==> src/rtl/simd_acc_p_stage_if.sv <==
// simd_acc_p_stage_if: ALU-side and result-side signals of the SIMD accumulator stage.
interface simd_acc_p_stage_if #(parameter int LEN_W = 8);
    logic [1:0]       USE_SIMD;
    logic [LEN_W-1:0] acc_len;
    logic             in_valid;
    logic             flush;
    logic [31:0]      S;
    logic [3:0]       result_SIMD_carry_out;
    logic [31:0]      W;
    logic [1:0]       USE_SIMD_alu;
    logic [31:0]      P;
    logic [3:0]       P_carry;
    logic             P_valid;
    logic             busy;

    modport master (
        output USE_SIMD, acc_len, in_valid, flush, S, result_SIMD_carry_out,
        input  W, USE_SIMD_alu, P, P_carry, P_valid, busy
    );

    modport slave (
        input  USE_SIMD, acc_len, in_valid, flush, S, result_SIMD_carry_out,
        output W, USE_SIMD_alu, P, P_carry, P_valid, busy
    );
endinterface

==> src/rtl/simd_acc_p_stage.sv <==
// simd_acc_p_stage: per-lane accumulator feeding W back into the SIMD ALU and
// registering the framed result P with sticky lane carries.
module simd_acc_p_stage #(
    parameter int LEN_W = 8
) (
    input logic               clk,
    input logic               rst_n,
    simd_acc_p_stage_if.slave bus
);
    typedef enum logic {IDLE, ACC} state_t;

    state_t           state, state_n;
    logic [31:0]      acc_q, p_q;
    logic [LEN_W-1:0] len_q, cnt, len_in;
    logic [1:0]       mode_q, mode;
    logic [3:0]       sticky, mask, mcarry, pc_q;
    logic             pv_q, beat, done;

    // first beat of a frame uses the live mode, later beats the latched one
    always_comb begin
        mode    = state == ACC ? mode_q : bus.USE_SIMD;
        mask    = mode == 2'b00 ? 4'b1000 : mode == 2'b01 ? 4'b1010 : 4'b1111;
        mcarry  = bus.result_SIMD_carry_out & mask;
        len_in  = bus.acc_len == '0 ? LEN_W'(1) : bus.acc_len;
        beat    = bus.in_valid & ~bus.flush;
        done    = beat & (state == IDLE ? len_in == LEN_W'(1) : cnt + LEN_W'(1) == len_q);
        state_n = bus.flush ? IDLE : beat ? (done ? IDLE : ACC) : state;
    end

    always_ff @(posedge clk or negedge rst_n) begin
        if (!rst_n) begin
            state  <= IDLE;
            acc_q  <= '0;
            cnt    <= '0;
            len_q  <= '0;
            mode_q <= 2'b00;
            sticky <= '0;
            p_q    <= '0;
            pc_q   <= '0;
            pv_q   <= 1'b0;
        end else begin
            state <= state_n;
            pv_q  <= done;
            if (bus.flush) begin
                acc_q  <= '0;
                cnt    <= '0;
                sticky <= '0;
            end else if (beat) begin
                acc_q  <= bus.S;
                cnt    <= state == IDLE ? LEN_W'(1) : cnt + LEN_W'(1);
                sticky <= (state == IDLE ? 4'b0000 : sticky) | mcarry;
                if (state == IDLE) begin
                    mode_q <= bus.USE_SIMD;
                    len_q  <= len_in;
                end
                if (done) begin
                    p_q  <= bus.S;
                    pc_q <= (state == IDLE ? 4'b0000 : sticky) | mcarry;
                end
            end
        end
    end

    assign bus.W            = state == ACC ? acc_q : 32'h0;
    assign bus.USE_SIMD_alu = mode;
    assign bus.P            = p_q;
    assign bus.P_carry      = pc_q;
    assign bus.P_valid      = pv_q;
    assign bus.busy         = state == ACC;
endmodule

==> src/flat_wrapper.sv <==
// flat-port wrapper written by rule: the top's interface ports become plain ports
module simd_acc_p_stage_flat 
#(
    parameter int LEN_W = 8
)
  (clk, rst_n, bus_USE_SIMD, bus_acc_len, bus_in_valid, bus_flush, bus_S, bus_result_SIMD_carry_out, bus_W, bus_USE_SIMD_alu, bus_P, bus_P_carry, bus_P_valid, bus_busy);
  simd_acc_p_stage_if #(.LEN_W(LEN_W)) bus_i ();
  input logic clk;
  input logic rst_n;
  input wire logic [$bits(bus_i.USE_SIMD)-1:0] bus_USE_SIMD;
  input wire logic [$bits(bus_i.acc_len)-1:0] bus_acc_len;
  input wire logic [$bits(bus_i.in_valid)-1:0] bus_in_valid;
  input wire logic [$bits(bus_i.flush)-1:0] bus_flush;
  input wire logic [$bits(bus_i.S)-1:0] bus_S;
  input wire logic [$bits(bus_i.result_SIMD_carry_out)-1:0] bus_result_SIMD_carry_out;
  output wire logic [$bits(bus_i.W)-1:0] bus_W;
  output wire logic [$bits(bus_i.USE_SIMD_alu)-1:0] bus_USE_SIMD_alu;
  output wire logic [$bits(bus_i.P)-1:0] bus_P;
  output wire logic [$bits(bus_i.P_carry)-1:0] bus_P_carry;
  output wire logic [$bits(bus_i.P_valid)-1:0] bus_P_valid;
  output wire logic [$bits(bus_i.busy)-1:0] bus_busy;
  assign bus_i.USE_SIMD = bus_USE_SIMD;
  assign bus_i.acc_len = bus_acc_len;
  assign bus_i.in_valid = bus_in_valid;
  assign bus_i.flush = bus_flush;
  assign bus_i.S = bus_S;
  assign bus_i.result_SIMD_carry_out = bus_result_SIMD_carry_out;
  assign bus_W = bus_i.W;
  assign bus_USE_SIMD_alu = bus_i.USE_SIMD_alu;
  assign bus_P = bus_i.P;
  assign bus_P_carry = bus_i.P_carry;
  assign bus_P_valid = bus_i.P_valid;
  assign bus_busy = bus_i.busy;
  simd_acc_p_stage #(.LEN_W(LEN_W)) u_core (.clk(clk), .rst_n(rst_n), .bus(bus_i));
endmodule
==> config.mk <==
export PLATFORM = sky130hd
export DESIGN_NAME = simd_acc_p_stage_flat
export DESIGN_NICKNAME = d
export VERILOG_FILES = /design/src/rtl/simd_acc_p_stage_if.sv /design/src/rtl/simd_acc_p_stage.sv /design/src/flat_wrapper.sv
export SDC_FILE = /design/constraint.sdc
export NUM_CORES = 1
export LEC_CHECK = 0
export CORE_MARGIN = 10
export CORE_UTILIZATION = 35
export DETAILED_ROUTE_END_ITERATION = 8
export GPL_TIMING_DRIVEN = 0
export PLACE_DENSITY = 0.74
export SLEW_MARGIN = 20
export SYNTH_ARGS = -nofsm -noshare
export SYNTH_HDL_FRONTEND = slang
export SYNTH_SLANG_ARGS = --single-unit
==> constraint.sdc <==
create_clock -name clk -period 2.4 [get_ports clk]
set_input_delay 0.48 -clock clk [delete_from_list [all_inputs] [get_ports clk]]
set_output_delay 0.48 -clock clk [all_outputs]
set_load 0.01 [all_outputs]
==> flow_summary_export.csv <==
group,metric,value,unit
outcome,status,"finished clean",
worst_setup_path,critical_path.max_fanout,10,
logic_synthesis,async_reset_ff_frac,1.00,
worst_setup_path,crit_required,2.62,ns
logic_synthesis,syn_nets,412,
floorplan,ios,122,
logic_synthesis,syn-mean-instance-area,12.1,µm²
logic_synthesis,ys.flop_type,"dfrtp_1",
logic_synthesis,synth.top_cell.area_share,0.528,
sta,rsz0062_at_grt,"true",
global_routing,grt_max_degree,64,
sta,fmaxAchievable,421,MHz
worst_setup_path,rr_endpoint,"u_core.bus.P[21]",
global_routing,grt_pass1_wl,19900,µm
detailed_routing,via_per_inst,4.85,
cts,cts_hold_buffers,0,
sta,setup_viol,0,
cells_and_area,nFillCells,1093,
placement,dp_hpwl,8620,µm
worst_setup_path,cp.arrival,2.60,ns
logic_synthesis,synthTopCellsByCount,"dfrtp_1 (92), nor2_1 (46), mux2i_1 (36)",
sta,clock_skew,0.00635,ns
worst_setup_path,r2r_start,"u_core.cnt[1]",
logic_synthesis,ys_warn_count,0,
cells_and_area,layout.cells.non_filler,679,
cts,clockRootBuffer,"clkbuf_16",
power,p_leak,2.93,nW
detailed_routing,via_count,3293,
cts,htree_levels,3,
floorplan,start_util,0.360,
cts,clkSlewWorstSetupHoldPaths,0.06,ns
logic_synthesis,syn-cell-area,0.00436,mm²
detailed_routing,ant_nets,0,
cts,cts.sinks,92,
worst_setup_path,critical_path_class,"flop to flop",
detailed_routing,first_pass_iters,5,
worst_setup_path,cp_top_family,"simple AND/OR/NAND/NOR gates",
logic_synthesis,synth_edf_count,0,
worst_setup_path,worst-r2r-setup-slack,0.03,ns
floorplan,core,0.0121,mm²
power,powerDensity,622,mW/mm²
worst_setup_path,worstSetupPathDepth,10,
cts,clockBufferDepth,2,
sta,slew_headroom,0.438,
cells_and_area,layout-drive-gt1-share,0.200,
logic_synthesis,synth_top_area_cell,"dfrtp_1",
worst_setup_path,crit_path_end,"u_core.bus.P[21]",
worst_setup_path,cp_common_cell,"buf_12",
detailed_routing,wl_per_cell,17.7,µm
logic_synthesis,ys_top_cells_by_area,"dfrtp_1 (53%), mux2_4 (9.3%), mux2i_1 (8.3%), and2_1 (4.7%), mux2_2 (4.7%)",
worst_setup_path,path_cells,"buf_4, nand4_4, nor3_4, a31oi_2, o2111ai_2, nor4_4, o21ai_4, buf_12, buf_12, mux2_4",
worst_hold_path,min_path_type,"input pin to asynchronous set/reset pin",
logic_synthesis,synth_seq_cells,92,
logic_synthesis,syn_inst,361,
floorplan,chipHeight,132,µm
cells_and_area,final_nets,557,
detailed_routing,drc,0,
logic_synthesis,yosysMostFrequentCell,"dfrtp_1",
worst_setup_path,crit_start,"u_core.cnt[1]",
cts,cts_inserted_buffers,9,
worst_setup_path,critPathSlowestCell,"dfrtp_2",
sta,tightestPinTransition,0.842,ns
cells_and_area,area_growth,45.2,%
cts,tritoncts,"built",
worst_setup_path,crit_buf_inv,3,
worst_setup_path,end_kind,"flop",
placement,io_buffers,121,
placement,gp_congestion,0.816,
sta,hold_viol,0,
detailed_routing,routed_wl,12000,µm
global_routing,gr-total-overflow,0,
power,ir_drop,0.000460,V
placement,dp.cells,651,
cells_and_area,fin_util,0.523,
detailed_routing,drt_iter0_drc,156,
global_routing,grt_pass1_vias,3623,
logic_synthesis,ys_seq_area_frac,0.528,
floorplan,dieArea,0.0173,mm²
worst_setup_path,critical-path-max-stage-delay,0.44,ns
floorplan,rows,40,
sta,fin_crit,2.37,ns
power,total_power,3.94,mW
cts,clk_latency,0.34,ns
logic_synthesis,synth_cell_type_count,41,
sta,fin_crit_sh,0.989,
worst_setup_path,critPathLaunchType,"flop",
global_routing,grtUsageTotal,0.141,
sta,fin_setup_tns,0,ns
floorplan,die_x,132,µm
global_routing,antenna_found_initial,0,
flow_run,cap_violations,0,
sta,slew_violations,0,
cells_and_area,antenna_cells,0,
worst_setup_path,rr_worst_depth,10,
## logic make-up after synthesis
logic type / count (synthesis) / synth area share
flip-flops: 92 / 0.528
adder cells (fa/ha/maj): 1 / 0.00287
AO/OA/AOI/OAI: 41 / 0.0637
XOR/XNOR: 7 / 0.0158
AND/OR/NAND/NOR: 111 / 0.130
multiplexers: 81 / 0.222
buffers and inverters: 28 / 0.0373
## layout make-up
cell class | count | area, µm² | area share
Sequential cell | 92 | 2310 | 0.364
Multi-Input combinational cell | 241 | 1960 | 0.310
Timing Repair Buffer | 134 | 1360 | 0.214
Clock buffer | 12 | 256 | 0.0405
Tap cell | 168 | 210 | 0.0332
Buffer | 24 | 173 | 0.0273
Clock inverter | 4 | 47.5 | 0.00751
Inverter | 4 | 15.0 | 0.00237
## timing repair
item | 4_1_cts | 5_1_grt
setup buffers | 7 | 6
pin swaps | 3 | 4
endpoints found under the setup margin | 69 | 66
gates resized for setup | 19 | 8
## flip-flops by register name, summed over array words and instances (netlist names)
| name | count |
|---|---|
| u_core.acc_q | 32 |
| u_core.len_q | 8 |
| u_core.bus.P | 32 |
| u_core.mode_q | 2 |
| u_core.bus.P_valid | 1 |
| u_core.bus.P_carry | 4 |
| u_core.bus.busy | 1 |
| u_core.cnt | 8 |
| u_core.sticky | 4 |
## report_power, final
group          leakage (nW)  total (mW)  switching, mW  internal (mW)
Combinational          1.56       0.715          0.299          0.416
Sequential             1.21        1.77         0.0904           1.68
Clock                 0.149        1.45          0.590          0.861
## metrics by stage
stage / hold slack, ns / setup slack (ns) / area [µm²]
after floorplan: 0.184 / 0.0173 / 4360
final: 0.0140 / 0.0274 / 6330
after detailed placement: 0.379 / -0.380 / 5810
after global routing: 0.0171 / -0.0481 / 6330
after CTS: 0.00625 / 0.00147 / 6260
after global placement: 0.485 / -2.61 / 5780
## worst min path at each step
stage | slack (ns) | cells past startpoint | endpoint | start
floorplan | 0.18 | 0 | u_core.acc_q[0] | rst_n
global placement | 0.48 | 1 | u_core.mode_q[1] | u_core.mode_q[1]
detailed placement | 0.38 | 1 | u_core.len_q[5] | rst_n
CTS | 0.006 | 1 | u_core.mode_q[0] | rst_n
global route | 0.02 | 1 | u_core.len_q[5] | rst_n
finish | 0.01 | 1 | u_core.acc_q[27] | rst_n
## routing by layer
metal	wire, µm	vias to the layer above	track usage
met3	938	17	0.0579
met5	0	-	0
met4	204	0	0.0488
met2	6030	97	0.232
met1	4870	1642	0.163
li1	-	1537	-
## cells in the final DEF, fill, tap and decap left out, drive strengths merged, types with 4 or more instances in the layout
cell / n
a21oi: 8
a22oi: 7
and2: 33
buf: 20
clkbuf: 30
clkdlybuf4s50: 119
dfrtp: 92
inv: 4
mux2: 45
mux2i: 36
nand2: 12
nand2b: 4
nand3: 6
nor2: 46
nor3: 4
nor4: 5
o21ai: 11
xor2: 4
Note: power is estimated with default switching activity, not from simulation.
